===== src/rtl/kbd_pkg.sv =====
// rtl/kbd_pkg.sv - Scancode/ASCII constants and modifier state shared by the keyboard queue.
package kbd_pkg;

    localparam logic [7:0] SC_LSHIFT = 8'h12;
    localparam logic [7:0] SC_RSHIFT = 8'h59;
    localparam logic [7:0] SC_CTRL   = 8'h14;
    localparam logic [7:0] SC_CAPS   = 8'h58;
    localparam logic [7:0] SC_ENTER  = 8'h5A;
    localparam logic [7:0] SC_BKSP   = 8'h66;
    localparam logic [7:0] SC_SPACE  = 8'h29;
    localparam logic [7:0] SC_ESC    = 8'h76;
    localparam logic [7:0] SC_TAB    = 8'h0D;

    localparam logic [7:0] ASC_NUL = 8'h00;
    localparam logic [7:0] ASC_BS  = 8'h08;
    localparam logic [7:0] ASC_TAB = 8'h09;
    localparam logic [7:0] ASC_CR  = 8'h0D;
    localparam logic [7:0] ASC_ESC = 8'h1B;
    localparam logic [7:0] ASC_SP  = 8'h20;

    typedef struct packed {
        logic shift_l;
        logic shift_r;
        logic ctrl;
        logic caps;
    } mod_state_t;

    function automatic logic is_modifier(input logic [7:0] code);
        return (code == SC_LSHIFT) || (code == SC_RSHIFT) ||
               (code == SC_CTRL)   || (code == SC_CAPS);
    endfunction

endpackage


===== src/rtl/scancode_to_ascii.sv =====
// rtl/scancode_to_ascii.sv - Combinational PS/2 set-2 scancode to ASCII translation.
module scancode_to_ascii
    import kbd_pkg::*;
(
    input  logic [7:0] keyCode,
    input  mod_state_t mods,
    output logic [7:0] ascii,
    output logic       valid
);

    logic [7:0] base;
    logic [7:0] shifted;
    logic       is_letter;
    logic       shift;

    assign shift = mods.shift_l | mods.shift_r;

    always_comb begin
        base      = ASC_NUL;
        shifted   = ASC_NUL;
        is_letter = 1'b0;
        case (keyCode)
            8'h1C: begin base = "a"; is_letter = 1'b1; end
            8'h32: begin base = "b"; is_letter = 1'b1; end
            8'h21: begin base = "c"; is_letter = 1'b1; end
            8'h23: begin base = "d"; is_letter = 1'b1; end
            8'h24: begin base = "e"; is_letter = 1'b1; end
            8'h2B: begin base = "f"; is_letter = 1'b1; end
            8'h34: begin base = "g"; is_letter = 1'b1; end
            8'h33: begin base = "h"; is_letter = 1'b1; end
            8'h43: begin base = "i"; is_letter = 1'b1; end
            8'h3B: begin base = "j"; is_letter = 1'b1; end
            8'h42: begin base = "k"; is_letter = 1'b1; end
            8'h4B: begin base = "l"; is_letter = 1'b1; end
            8'h3A: begin base = "m"; is_letter = 1'b1; end
            8'h31: begin base = "n"; is_letter = 1'b1; end
            8'h44: begin base = "o"; is_letter = 1'b1; end
            8'h4D: begin base = "p"; is_letter = 1'b1; end
            8'h15: begin base = "q"; is_letter = 1'b1; end
            8'h2D: begin base = "r"; is_letter = 1'b1; end
            8'h1B: begin base = "s"; is_letter = 1'b1; end
            8'h2C: begin base = "t"; is_letter = 1'b1; end
            8'h3C: begin base = "u"; is_letter = 1'b1; end
            8'h2A: begin base = "v"; is_letter = 1'b1; end
            8'h1D: begin base = "w"; is_letter = 1'b1; end
            8'h22: begin base = "x"; is_letter = 1'b1; end
            8'h35: begin base = "y"; is_letter = 1'b1; end
            8'h1A: begin base = "z"; is_letter = 1'b1; end
            8'h16: {base, shifted} = {"1", "!"};
            8'h1E: {base, shifted} = {"2", "@"};
            8'h26: {base, shifted} = {"3", "#"};
            8'h25: {base, shifted} = {"4", "$"};
            8'h2E: {base, shifted} = {"5", "%"};
            8'h36: {base, shifted} = {"6", "^"};
            8'h3D: {base, shifted} = {"7", "&"};
            8'h3E: {base, shifted} = {"8", "*"};
            8'h46: {base, shifted} = {"9", "("};
            8'h45: {base, shifted} = {"0", ")"};
            8'h0E: {base, shifted} = {8'h60, "~"};
            8'h4E: {base, shifted} = {"-", "_"};
            8'h55: {base, shifted} = {"=", "+"};
            8'h54: {base, shifted} = {"[", "{"};
            8'h5B: {base, shifted} = {"]", "}"};
            8'h5D: {base, shifted} = {"\\", "|"};
            8'h4C: {base, shifted} = {";", ":"};
            8'h52: {base, shifted} = {"'", "\""};
            8'h41: {base, shifted} = {",", "<"};
            8'h49: {base, shifted} = {".", ">"};
            8'h4A: {base, shifted} = {"/", "?"};
            SC_ENTER: {base, shifted} = {ASC_CR,  ASC_CR};
            SC_BKSP:  {base, shifted} = {ASC_BS,  ASC_BS};
            SC_SPACE: {base, shifted} = {ASC_SP,  ASC_SP};
            SC_ESC:   {base, shifted} = {ASC_ESC, ASC_ESC};
            SC_TAB:   {base, shifted} = {ASC_TAB, ASC_TAB};
            default: begin
                base    = ASC_NUL;
                shifted = ASC_NUL;
            end
        endcase
    end

    // Letters honour caps lock and ctrl; everything else only cares about shift.
    always_comb begin
        ascii = ASC_NUL;
        if (is_letter) begin
            if (mods.ctrl)
                ascii = base & 8'h1F;
            else if (shift ^ mods.caps)
                ascii = base & 8'hDF;
            else
                ascii = base;
        end else begin
            ascii = shift ? shifted : base;
        end
    end

    assign valid = (ascii != ASC_NUL);

endmodule


===== src/rtl/kbd_ascii_queue.sv =====
// rtl/kbd_ascii_queue.sv - Key events to ASCII FIFO with KBSR/KBDR view; KBD_IRQ_EN adds interrupt enable and irq.
module kbd_ascii_queue
    import kbd_pkg::*;
#(
    parameter int DEPTH = 8,
    parameter int CNT_W = $clog2(DEPTH) + 1
) (
    input  logic             Clk,
    input  logic             Reset,
    input  logic [7:0]       keyCode,
    input  logic             press,
    input  logic             kbdr_rd,
    input  logic             overflow_clr,
    output logic             kbsr_ready,
    output logic [7:0]       kbdr_data,
    output logic [CNT_W-1:0] count,
    output logic             overflow
`ifdef KBD_IRQ_EN
    ,
    input  logic             kbsr_ie_wr,
    input  logic             kbsr_ie_din,
    output logic             kbsr_ie,
    output logic             irq
`endif
);

    localparam int PTR_W = $clog2(DEPTH);

    logic [8:0]       prev_q;
    logic             key_event;
    mod_state_t       mods_q, mods_d;
    logic [7:0]       tr_ascii;
    logic             tr_valid;
    logic             enq;
    logic [7:0]       s1_char_q;
    logic             s1_valid_q;

    logic [7:0]       mem_q [DEPTH];
    logic [PTR_W-1:0] wr_ptr_q, rd_ptr_q;
    logic [CNT_W-1:0] count_q, count_d;
    logic             ovf_q, ovf_d;
    logic             empty, full, pop, push_ok, push_drop;

    assign key_event = ({press, keyCode} != prev_q);

    scancode_to_ascii u_xlate (
        .keyCode (keyCode),
        .mods    (mods_q),
        .ascii   (tr_ascii),
        .valid   (tr_valid)
    );

    assign enq = key_event & press & tr_valid & ~is_modifier(keyCode);

    always_comb begin
        mods_d = mods_q;
        if (key_event) begin
            case (keyCode)
                SC_LSHIFT: mods_d.shift_l = press;
                SC_RSHIFT: mods_d.shift_r = press;
                SC_CTRL:   mods_d.ctrl    = press;
                SC_CAPS:   if (press) mods_d.caps = ~mods_q.caps;
                default:   mods_d = mods_q;
            endcase
        end
    end

    always_ff @(posedge Clk or negedge Reset) begin
        if (!Reset) begin
            prev_q     <= 9'd0;
            mods_q     <= '0;
            s1_char_q  <= 8'h00;
            s1_valid_q <= 1'b0;
        end else begin
            prev_q     <= {press, keyCode};
            mods_q     <= mods_d;
            s1_char_q  <= tr_ascii;
            s1_valid_q <= enq;
        end
    end

    // A pop in the same cycle frees the slot, so a push into a full FIFO still lands.
    assign empty     = (count_q == '0);
    assign full      = (count_q == CNT_W'(DEPTH));
    assign pop       = kbdr_rd & ~empty;
    assign push_ok   = s1_valid_q & (~full | pop);
    assign push_drop = s1_valid_q & full & ~pop;

    always_comb begin
        count_d = count_q;
        if (push_ok & ~pop)
            count_d = count_q + CNT_W'(1);
        else if (pop & ~push_ok)
            count_d = count_q - CNT_W'(1);
        ovf_d = push_drop | (ovf_q & ~overflow_clr);
    end

    always_ff @(posedge Clk or negedge Reset) begin
        if (!Reset) begin
            wr_ptr_q <= '0;
            rd_ptr_q <= '0;
            count_q  <= '0;
            ovf_q    <= 1'b0;
        end else begin
            if (push_ok) wr_ptr_q <= wr_ptr_q + PTR_W'(1);
            if (pop)     rd_ptr_q <= rd_ptr_q + PTR_W'(1);
            count_q <= count_d;
            ovf_q   <= ovf_d;
        end
    end

    always_ff @(posedge Clk) begin
        if (push_ok) mem_q[wr_ptr_q] <= s1_char_q;
    end

    assign kbsr_ready = ~empty;
    assign kbdr_data  = empty ? 8'h00 : mem_q[rd_ptr_q];
    assign count      = count_q;
    assign overflow   = ovf_q;

`ifdef KBD_IRQ_EN
    logic ie_q, irq_q;

    always_ff @(posedge Clk or negedge Reset) begin
        if (!Reset) begin
            ie_q  <= 1'b0;
            irq_q <= 1'b0;
        end else begin
            if (kbsr_ie_wr) ie_q <= kbsr_ie_din;
            irq_q <= ~empty & ie_q;
        end
    end

    assign kbsr_ie = ie_q;
    assign irq     = irq_q;
`endif

endmodule


===== config.mk =====
export PLATFORM = sky130hd
export DESIGN_NAME = kbd_ascii_queue
export DESIGN_NICKNAME = d
export VERILOG_FILES = /design/src/rtl/kbd_pkg.sv /design/src/rtl/scancode_to_ascii.sv /design/src/rtl/kbd_ascii_queue.sv
export SDC_FILE = /design/constraint.sdc
export NUM_CORES = 1
export LEC_CHECK = 0
export CAP_MARGIN = 20
export CORE_ASPECT_RATIO = 0.6
export CORE_MARGIN = 1.5
export CORE_UTILIZATION = 25
export DETAILED_ROUTE_END_ITERATION = 8
export GPL_TIMING_DRIVEN = 0
export HOLD_SLACK_MARGIN = 0.05
export PLACE_DENSITY = 0.43
export SYNTH_ARGS = -nofsm -noshare
export SYNTH_HDL_FRONTEND = slang
export SYNTH_SLANG_ARGS = --single-unit

===== constraint.sdc =====
create_clock -name Clk -period 3.2 [get_ports Clk]
set_clock_uncertainty 0.15 [all_clocks]
set_input_delay 0.48 -clock Clk [delete_from_list [all_inputs] [get_ports Clk]]
set_output_delay 0.48 -clock Clk [all_outputs]
set_load 0.1 [all_outputs]

Yosys cells after proc, flatten, opt, wreduce, memory -nomap -nowiden. Memories as Yosys holds them, arrays and structs flattened. Index checks and enable logic that the tools add are counted.

Memories kept: 1. Output and inout port bits: 14. Input bits: 13. Word-level logic and storage cells: 118. RAM bits: 64. Bits in registers: 33.

Memory list: mem_q (depth 8, bits a word 8, read ports 1, clocked after Yosys merged registers in 0, wr ports 1, line kbd_ascii_queue.sv:38) `logic [7:0] mem_q [DEPTH];`.

Bitwise operators: 21. Equality and inequality tests: 58. Mux-type cells: 12. Reduce and logical (&&, ||, !) cells: 11. Add/subtract/negate cells: 4.

Operators by type and width (count): $pmux W7 S52 (1); $eq A8 B6 Y1 const B (23); $pmux W7 S26 (1); $eq A8 B7 Y1 const B (22); $eq A8 B5 Y1 const B (9); $reduce_or A26 Y1 (1); $eq A8 B4 Y1 const B (2); $mux W8 (2); $mux W7 (2); $and A1 B1 Y1 (10); $ne A9 B9 Y1 (1); $mux W4 (2); $reduce_bool A8 Y1 (1); $not A1 Y1 (7); $add A3 B1 Y3 const B (2); $mux W6 (1); $reduce_and A2 Y1 (3); $add A4 B1 Y4 const B (1); $eq A4 B4 Y1 const B (1); $logic_not A4 Y1 (1); $sub A4 B1 Y4 const B (1); $logic_or A1 B1 Y1 (3); $mux W1 (3); $or A1 B1 Y1 (3); 3 further kinds (3).

Logic depth before layout (Yosys ltp). Gate-level depths: netlist (run 1).

Depth in word-level cells: 9. Depth in mapped cells: 12. Depth with buffers taken out: 11.

Cells and area by module. From an unflattened synthesis (run 1), not the netlist that was laid out.

Cell total of the unflattened synthesis: 429. Area total of the unflattened synthesis: 5187.5 µm².

Modules (own cells, without submodules): kbd_ascii_queue (cells an instance 213, times used 1, seq. area each 2747.6 µm², area an instance 3852.4 µm²); scancode_to_ascii (cells an instance 216, times used 1, seq. area each 0.0 µm², area an instance 1335.0 µm²).

Worst setup path before layout (run 1). Ideal clock, no wire load.

Path kind: reg-to-reg. Start: reg count_q[1], in the netlist count[1]. End: reg count_q[3], in the netlist count[3]. Cell stages (with the launch flop): 12. Data required time: 2.887 ns. Library setup time: 0.163 ns. Buffers on the path: 0. Arrival time: 3.481 ns. Period minus slack after synthesis: 3.795 ns. Slack: -0.595 ns. Path through: dfrtp_1 -> nor4_2 -> inv_1 -> nand2_1 -> ha_1 -> inv_1 -> ha_1 -> a21o_1 -> a21oi_1 -> xnor2_1 -> nor2_1 -> xor2_1.

Cells in the longest elaborated chain, start to end: 8. Elaborated cells on any way between the ends: 16. Those cells by class: 2 x add/sub; 1 x eq/ne; 2 x mux; 9 x bitwise; 2 x reduce/logical.

RTL lines: from (decl) (line kbd_ascii_queue.sv:40) `logic [CNT_W-1:0] count_q, count_d;`; from (signal assigned) (line kbd_ascii_queue.sv:107) `count_q <= count_d;`; $logic_not A4 Y1 * (line kbd_ascii_queue.sv:83) `assign empty = (count_q == '0);`; $not A1 Y1 *; named net kbsr_ready (line kbd_ascii_queue.sv:14) `output logic kbsr_ready,`; $and A1 B1 Y1 * (line kbd_ascii_queue.sv:85) `assign pop = kbdr_rd & ~empty;`; $or A1 B1 Y1 (line kbd_ascii_queue.sv:86) `assign push_ok = s1_valid_q & (~full | pop);`; $and A1 B1 Y1 (line kbd_ascii_queue.sv:86); $not A1 Y1 (line kbd_ascii_queue.sv:93) `else if (pop & ~push_ok)`; $and A1 B1 Y1 (line kbd_ascii_queue.sv:93); $reduce_bool A2 Y1 (no line).

Mark *: on every way through the listed nets, which the timed path passes. The rest lies on a longest branch. The select of a mux whose other input is x is not followed. A chain may end at the register's enable or synchronous reset.

Worst setup path in the final report (run 1).
Start: in keyCode[0]. End: reg s1_char_q[0].

Cells in the longest elaborated chain, start to end: 5. Elaborated cells on any way between the ends: 60. Those cells by class: 52 x eq/ne; 7 x mux; 1 x reduce/logical.

RTL lines: from (decl) (line kbd_ascii_queue.sv:10) `input logic [7:0] keyCode,`; $eq A8 B4 Y1 (tied with other cells) (line scancode_to_ascii.sv:22) `case (keyCode)`; $pmux W7 S52 (line scancode_to_ascii.sv:22); $mux W6 (line scancode_to_ascii.sv:88) `else if (shift ^ mods.caps)`; $mux W7 (line scancode_to_ascii.sv:86) `if (mods.ctrl)`; $mux W8 * (line scancode_to_ascii.sv:85) `if (is_letter) begin`; named net tr_ascii[0] (line kbd_ascii_queue.sv:32) `logic [7:0] tr_ascii;`; to (signal assigned) (line kbd_ascii_queue.sv:77) `s1_char_q <= tr_ascii;`; to (decl) (line kbd_ascii_queue.sv:35) `logic [7:0] s1_char_q;`.

Mark *: on every way through the listed nets, which the timed path passes. The rest lies on a longest branch.

==> run_results.csv, run 1 <==
group,metric,value,unit
layout,final_cells,734,
layout,fin_nets,482,
hold_path,min_path_type,"in -> async",
timing,max_freq,0.328,GHz
setup_path,required,3.28,ns
detailed_routing,dr.first_iter.drc_count,364,
place,portBuffers,25,
setup_path,critPathKind,"in -> reg",
global_routing,grt_pass1_vias,3713,
setup_path,end_kind,"flip-flop",
floorplan,start_util,0.256,
floorplan,ios,27,
clock_network,clock_latency,0.34,ns
timing,hold_viol_final,0,
detailed_routing,viasPerCell,5.16,
timing,relSlewSlack,0.344,
synthesis,syn_nets,443,
power,p_int,2.55,mW
clock_network,cts_tree,"yes",
power,p_comb_frac,0.426,
clock_network,path_clk_slew,0.07,ns
setup_path,cp-start-kind,"primary input",
timing,rsz0062_at_grt,"false",
synthesis,synth-seq-cells,88,
layout,syn2layout_area_growth,20.3,%
floorplan,fp-row-count,39,
floorplan,core_area,19100,µm²
synthesis,ys_warn_count,0,
timing,final.period_utilization,0.952,
detailed_routing,post_drt_wl_per_cell,19.6,µm
synthesis,synth_cell_types,70,
job,cap_violations,0,
synthesis,synth_area,4900,µm²
clock_network,cts.sinks,88,
power,ir_drop,0.000624,V
power,p_seq_frac,0.331,
global_routing,gr-total-overflow,0,
power,p_sw,1.96,mW
timing,setup_viol,0,
timing,setup_tns,0,ns
place,gp_congestion,0.942,
synthesis,seq_area_frac_synth,0.507,
synthesis,syn_avg_cell_area,11.5,µm²
synthesis,syn_inst,424,
synthesis,synthFlopType,"edfxtp_1",
global_routing,grt_first_pass_wirelength,22.7,mm
outcome,outcome,"finished clean",
layout,drive_gt1_frac,0.207,
floorplan,die_x,184,µm
global_routing,track_usage,0.149,
clock_network,numCtsBuffers,9,
power,powerDensity,766,nW/µm²
place,dp.cells,717,
power,pwr-share-clk,0.244,
place,dpl.hpwl,10.9,mm
clock_network,clk_path_buf_depth,2,
global_routing,antenna_found_initial,0,
layout,insertedDiodeCount,0,
detailed_routing,vias,3785,
setup_path,arrival,3.12,ns
timing,tightest_slew,0.981,ns
power,switching_share,0.435,
detailed_routing,ant_nets,0,
timing,worst_slack,0.155,ns
clock_network,cts_root_buffer,"clkbuf_16",
timing,slew_violations,0,
detailed_routing,drtPass1Iterations,4,
detailed_routing,routed_wirelength,14.4,mm
place,place_ws,-0.504,ns
global_routing,grt_max_degree,33,
layout,layout_commonest_cell,"edfxtp_1",
detailed_routing,remaining_drc_errors,0,
synthesis,synth-edff-count,56,
synthesis,ys_async_sr_fraction,0.364,
clock_network,ctsHoldBuffers,0,
power,leakage,2.02,nW
layout,final_cell_mix,"edfxtp_1, nor2_1, nand2_1",
floorplan,die_area,20500,µm²
clock_network,htreeDepth,3,
setup_path,crit_path_max_fanout,10,
floorplan,die_h,111,µm
timing,period_minus_slack,3.05,ns
==> final timing paths <==
check	cells past startpoint	slack (ns)	start	to
max reg2reg	12	0.60	count[0]$_DFFE_PN0P_	count[3]$_DFFE_PN0P_
max in group asynchronous	1	2.20	Reset	count[2]$_DFFE_PN0P_
min in group Clk	1	0.37	wr_ptr_q[0]$_DFFE_PN0P_	wr_ptr_q[0]$_DFFE_PN0P_
min reg2reg	1	0.37	wr_ptr_q[0]$_DFFE_PN0P_	wr_ptr_q[0]$_DFFE_PN0P_
min	1	0.07	Reset	prev_q[8]$_DFF_PN0_
max	9	0.15	keyCode[0]	s1_char_q[0]$_DFF_PN0_
==> power by group through the flow <==
| stage | sequential [mW] | combinational, mW | clock [mW] |
|---|---|---|---|
| final | 1.49 | 1.92 | 1.10 |
| after global routing | 1.52 | 2.03 | 1.16 |
| after CTS | 1.50 | 1.93 | 1.13 |
| after detailed placement | 1.50 | 1.98 | 0 |
| after global placement | 1.49 | 1.97 | 0 |
| after floorplan | 1.65 | 1.35 | 0 |
==> sequential cells by signal (all words and copies together), names as in the netlist <==
name / flops
prev_q: 9
s1_char_q: 7
rd_ptr_q: 3
s1_valid_q: 1
count: 4
wr_ptr_q: 3
mods_q: 4
mem_q: 56
overflow: 1
==> logic make-up after synthesis <==
logic type / after synthesis / share of synthesized area
simple gates: 151 / 0.176
compound gates: 89 / 0.122
flops: 88 / 0.507
buf+inv: 39 / 0.0427
mux: 29 / 0.0968
xor+xnor: 21 / 0.0376
fa+ha+maj: 6 / 0.0169
other cells: 1 / 0.000766
==> synth_stat cells, types with 11 or more instances <==
cell type	count	share of area
nand2b_1	11	0.014
xnor2_1	11	0.020
o21ai_0	19	0.019
a21oi_1	16	0.016
nand2_1	31	0.024
dfrtp_1	32	0.16
nor2_1	36	0.028
nor3_1	14	0.014
buf_2	17	0.017
edfxtp_1	56	0.34
nand3_1	11	0.011
mux4_2	14	0.064
==> what timing repair did <==
item | in CTS | in global routing
setup buffers | 0 | 2
pin swaps | 0 | 2
gates resized for setup | 23 | 9
hold endpoints to repair | 0 | 0
setup endpoints to repair | 8 | 5
==> critical path, cell delays in order <==
cell and delay (ns):
clkdlybuf4s50_1 0.63, nor2b_1 0.20, clkbuf_1 0.40, nor2_1 0.16, a2111oi_2 0.40, o21ai_1 0.20, nand4_2 0.17, o21ai_1 0.19
o22ai_1 0.29
==> per-stage QoR <==
step | power (mW) | hold slack (ns) | util | instance area (µm²)
after floorplan | 3.00 | 0.0344 | - | 4960
after global placement | 3.46 | 0.359 | 0.290 | 5540
after detailed placement | 3.47 | 0.360 | 0.290 | 5550
after CTS | 4.56 | 0.112 | 0.307 | 5870
after global routing | 4.72 | 0.153 | 0.308 | 5890
final | 4.51 | 0.0729 | 0.308 | 5890
==> metal layers <==
metal,share of wire,vias to the layer above,track usage
met2,0.38,184,0.185
met5,0,-,0
li1,-,1692,-
met4,0.0096,0,0.0383
met1,0.51,1895,0.236
met3,0.10,14,0.0543
==> area by class of cell <==
type / count / area, µm²
fillers: 2003 / 13200
flip-flops and latches: 88 / 2490
multi-input cells: 297 / 2270
well taps: 266 / 333
repair buffers: 29 / 265
clock buffers: 9 / 225
plain buffers: 32 / 188
clock inverters: 7 / 88.8
inverters: 6 / 28.8
(Power assumes the default switching activity.)
==> inputs of run 2 (changes only) <==
- PLACE_DENSITY: 0.43 -> 0.44
- SLEW_MARGIN: default -> 10
- clock period: 3.2 -> 2.6 ns (I/O delays scaled with it)
==> run_results.csv, run 2 (synthesized netlist as in run 1, its figures left out) <==
group,metric,value,unit
layout,insertedDiodeCount,0,
timing,slew_violations,0,
layout,final_cell_mix,"edfxtp_1, nor2_1, nand2_1",
timing,relSlewSlack,0.345,
timing,period_minus_slack,2.58,ns
setup_path,slowest_stage,"nor4bb_2",
floorplan,start_util,0.256,
layout,fillerInstances,1941,
layout,final_cells,746,
detailed_routing,dr.first_iter.drc_count,361,
setup_path,cp_cell_sequence,"clkdlybuf4s50_1, buf_4, nor4bb_2, and2_1, a221oi_2, nand3_1, or3_4, nor2_2, o211ai_1",
layout,fin_area,6240,µm²
layout,layout_commonest_cell,"edfxtp_1",
clock_network,clock_latency,0.34,ns
global_routing,grt_pass1_vias,3713,
hold_path,whs_endpoint,"prev_q[4]$_DFF_PN0_",
setup_path,arrival,2.66,ns
layout,reg_top3,"mem_q x56, prev_q x9, s1_char_q x7",
hold_path,min_from,"keyCode[4]",
clock_network,cts_root_buffer,"clkbuf_16",
timing,worst_slack,0.0211,ns
layout,syn2layout_area_growth,27.3,%
clock_network,path_clk_slew,0.07,ns
floorplan,die_area,20500,µm²
place,dp.cells,716,
place,place_area,5570,µm²
detailed_routing,routed_wirelength,14.6,mm
job,cap_violations,0,
power,ir_drop,0.000794,V
setup_path,critPathBufInv,2,
clock_network,clk_path_buf_depth,2,
detailed_routing,viasPerCell,5.07,
hold_path,whs_path_depth,1,
clock_network,cts.sinks,88,
setup_path,cp-start-kind,"primary input",
setup_path,critPathTopFamily,"simple AND/OR/NAND/NOR gates",
setup_path,end_kind,"flip-flop",
timing,final.period_utilization,0.992,
detailed_routing,vias,3785,
floorplan,ios,27,
place,place_ws,-1.07,ns
layout,top_register,"mem_q",
place,dpl.hpwl,10.7,mm
detailed_routing,remaining_drc_errors,0,
setup_path,required,2.68,ns
detailed_routing,post_drt_wl_per_cell,19.5,µm
detailed_routing,drtPass1Iterations,5,
global_routing,gr-total-overflow,0,
timing,tightest_slew,0.980,ns
setup_path,crit_path_max_fanout,10,
timing,rsz0062_at_grt,"true",
outcome,outcome,"finished clean",
hold_path,min_path_type,"in -> reg",
place,gp_congestion,0.911,
layout,largest_reg_flops,56,
floorplan,core_area,19100,µm²
place,portBuffers,25,
setup_path,r2r_slack,0.13,ns
floorplan,die_h,111,µm
clock_network,htreeDepth,3,
timing,hold_viol_final,0,
layout,drive_gt1_frac,0.298,
power,leakage,2.18,nW
clock_network,cts_tree,"yes",
power,powerDensity,905,nW/µm²
detailed_routing,ant_nets,0,
setup_path,critPathMaxStageDelay,0.65,ns
global_routing,grt_max_degree,33,
floorplan,fp-row-count,39,
global_routing,grt_first_pass_wirelength,22.7,mm
timing,hold_ws,0.119,ns
floorplan,die_x,184,µm
setup_path,reg2reg_depth,11,
setup_path,critPathKind,"in -> reg",
global_routing,track_usage,0.150,
setup_path,r2r-start,"count[0]$_DFFE_PN0P_",
clock_network,numCtsBuffers,9,
timing,setup_viol,0,
global_routing,antenna_found_initial,0,
setup_path,reg2reg_to,"count[3]$_DFFE_PN0P_",
timing,max_freq,0.388,GHz
layout,fin_nets,494,
power,power,5.64,mW
[run 2: per-layer routing]
metal	GRT usage	vias up	part of all wire
met5	0	-	0
met3	0.0402	17	0.078
met4	0.0404	0	0.0099
met2	0.194	154	0.39
li1	-	1709	-
met1	0.238	1905	0.52
[run 2: worst max-delay path by stage]
stage                                       start                      to  slack (ns)  cells after the start
final                                  keyCode[1]  s1_char_q[2]$_DFF_PN0_        0.02                      9
after floorplan              count[2]$_DFFE_PN0P_    count[3]$_DFFE_PN0P_       -0.64                     11
after global routing      rd_ptr_q[0]$_DFFE_PN0P_            kbdr_data[4]       -0.04                      6
after CTS                 rd_ptr_q[0]$_DFFE_PN0P_            kbdr_data[4]       -0.04                      6
after global placement    rd_ptr_q[0]$_DFFE_PN0P_            kbdr_data[4]       -1.06                      6
after detailed placement  rd_ptr_q[0]$_DFFE_PN0P_            kbdr_data[4]       -1.07                      6
[run 2: what timing repair did]
item / in CTS / in global routing
endpoints found under the setup margin: 78 / 53
hold buffers: 1 / 0
gates resized for setup: 83 / 43
cloned: 0 / 1
hold endpoints to repair: 32 / 0
pin swaps: 7 / 8
setup buffers: 9 / 6
[run 2: worst reg2reg max path: stages, from the launching register on]
cell and delay (ns):
dfrtp_4 0.53, nor4_4 0.36, clkinvlp_4 0.20, nand2_4 0.11, ha_4 0.16, inv_4 0.05, ha_4 0.20, a21o_1 0.16
a21oi_2 0.12, xnor2_1 0.12, nor2_1 0.06, xor2_1 0.13
[run 2: area by class of cell]
cell class | instances | area, µm² | area share
plain buffers | 30 | 251 | 0.0403
clock buffers | 10 | 229 | 0.0367
clock inverters | 6 | 45.0 | 0.00722
inverters | 6 | 30.0 | 0.00482
multi-input cells | 297 | 2440 | 0.392
flip-flops and latches | 88 | 2490 | 0.400
well taps | 266 | 333 | 0.0534
repair buffers | 43 | 412 | 0.0660
[run 2: metrics by stage]
| step | setup TNS, ns | util |
|---|---|---|
| floorplan | -5.21 | - |
| finish | 0 | 0.326 |
| CTS | -0.0382 | 0.316 |
| global route | -0.0383 | 0.326 |
| detailed placement | -39.74 | 0.291 |
| global placement | -44.48 | 0.290 |
[run 2: power by group]
part	switching (mW)	total, mW	internal [mW]	leakage, nW
Combinational	1.70	2.61	0.903	1.15
Sequential	0.187	1.83	1.64	0.906
Clock	0.555	1.21	0.651	0.127
==> inputs of run 3 (changes only) <==
- GPL_ROUTABILITY_DRIVEN: default -> 0
==> run_results.csv, run 3 (synthesized netlist as in run 1, its figures left out) <==
group,metric,value,unit
outcome,outcome,"finished clean",
timing,max_freq,0.394,GHz
detailed_routing,post_drt_wl_per_cell,18.8,µm
setup_path,critPathBufInv,1,
detailed_routing,remaining_drc_errors,0,
place,portBuffers,25,
layout,final_cell_mix,"edfxtp_1, nor2_1, nand2_1",
timing,worst_slack,0.0629,ns
setup_path,reg2reg_depth,11,
clock_network,clk_path_buf_depth,2,
setup_path,path_depth,1,
setup_path,arrival,2.00,ns
setup_path,r2r_slack,0.13,ns
floorplan,core_area,19100,µm²
setup_path,crit_start,"count[1]$_DFFE_PN0P_",
global_routing,grt_first_pass_wirelength,22.1,mm
setup_path,r2r-start,"count[2]$_DFFE_PN0P_",
setup_path,end_kind,"primary output",
setup_path,critPathMaxStageDelay,1.17,ns
layout,drive_gt1_frac,0.282,
floorplan,die_area,20500,µm²
detailed_routing,vias,3835,
power,ir_drop,0.000970,V
setup_path,crit_end,"count[1]",
setup_path,cp_cell_sequence,"clkdlybuf4s50_1",
layout,utilization,0.322,
place,dpl.hpwl,9.97,mm
global_routing,grt_pass1_vias,3807,
clock_network,numCtsBuffers,9,
power,p_sw,2.48,mW
layout,reg_top3,"mem_q x56, prev_q x9, s1_char_q x7",
setup_path,crit_path_max_fanout,6,
power,powerDensity,916,nW/µm²
timing,slew_violations,0,
floorplan,ios,27,
floorplan,die_h,111,µm
floorplan,die_x,184,µm
layout,final_cells,742,
place,place_ws,-1.05,ns
clock_network,cts_tree,"yes",
global_routing,antenna_found_initial,0,
clock_network,clock_latency,0.34,ns
floorplan,start_util,0.256,
setup_path,required,2.06,ns
timing,rsz0062_at_grt,"true",
setup_path,cp-start-kind,"flip-flop",
global_routing,track_usage,0.142,
layout,insertedDiodeCount,0,
setup_path,slowest_stage,"clkdlybuf4s50_1",
layout,syn2layout_area_growth,25.6,%
setup_path,reg2reg_to,"count[3]$_DFFE_PN0P_",
timing,setup_viol,0,
hold_path,min_path_type,"in -> reg",
layout,top_register,"mem_q",
timing,hold_ws,0.124,ns
timing,relSlewSlack,0.347,
clock_network,path_clk_slew,0.07,ns
timing,final.period_utilization,0.976,
job,cap_violations,0,
global_routing,grt_max_degree,27,
power,leakage,2.15,nW
power,p_seq_frac,0.327,
setup_path,critPathTopFamily,"buffers and inverters",
clock_network,cts_root_buffer,"clkbuf_16",
detailed_routing,viasPerCell,5.17,
detailed_routing,drtPass1Iterations,6,
power,p_comb_frac,0.443,
power,switching_share,0.440,
clock_network,cts.sinks,88,
detailed_routing,dr.first_iter.drc_count,398,
clock_network,htreeDepth,3,
detailed_routing,ant_nets,0,
power,pwr-share-clk,0.230,
layout,layout_commonest_cell,"edfxtp_1",
place,dp.cells,716,
floorplan,fp-row-count,39,
setup_path,critPathKind,"reg -> out",
global_routing,gr-total-overflow,0,
timing,period_minus_slack,2.54,ns
power,power,5.63,mW
detailed_routing,routed_wirelength,13.9,mm
layout,fin_nets,490,
timing,hold_viol_final,0,
timing,tightest_slew,0.976,ns
layout,largest_reg_flops,56,
power,p_int,3.15,mW
## run 3: routing by layer
layer  up-vias  global-route usage  share of wire
li1       1715                   -              -
met1      1908               0.218           0.49
met2       198               0.183           0.40
met3        14              0.0566           0.11
met4         0              0.0322          0.011
met5         -                   0              0
## run 3: worst min path at each step
| stage | start | end | slack, ns | depth (start not counted) |
|---|---|---|---|---|
| floorplan | Reset | count[1]$_DFFE_PN0P_ | -0.06 | 0 |
| global placement | wr_ptr_q[0]$_DFFE_PN0P_ | wr_ptr_q[0]$_DFFE_PN0P_ | 0.35 | 1 |
| detailed placement | Reset | prev_q[5]$_DFF_PN0_ | 0.12 | 1 |
| CTS | Reset | prev_q[7]$_DFF_PN0_ | 0.27 | 2 |
| global route | keyCode[4] | prev_q[4]$_DFF_PN0_ | 0.13 | 1 |
| finish | keyCode[4] | prev_q[4]$_DFF_PN0_ | 0.12 | 1 |
## run 3: cell type report
cell class | count | area (µm²)
clock buffer | 9 | 225
clock inverter | 7 | 75.1
sequential | 88 | 2490
fill | 1957 | 13000
inverter | 6 | 30.0
tap | 266 | 333
buffer | 29 | 225
multi-input combinational | 297 | 2400
timing repair buffer | 40 | 365
## run 3: power groups by stage
stage	Combinational (mW)	Clock, mW	Sequential, mW
final	2.50	1.29	1.84
after global routing	2.65	1.39	1.87
after CTS	2.44	1.34	1.84
after detailed placement	2.42	0	1.85
after global placement	2.42	0	1.84
after floorplan	1.66	0	2.03
## run 3: through the flow
stage / cell area (µm²) / setup TNS, ns
global route: 6150 / -0.0179
finish: 6150 / 0
floorplan: 4960 / -5.21
CTS: 5970 / -1.74
global placement: 5540 / -45.28
detailed placement: 5570 / -37.86
## run 3: what timing repair did
action,CTS,global route
setup buffers,5,8
setup endpoints to repair,58,54
pin swaps,4,9
gates resized for setup,71,33
hold endpoints to repair,32,0
hold buffers,1,0
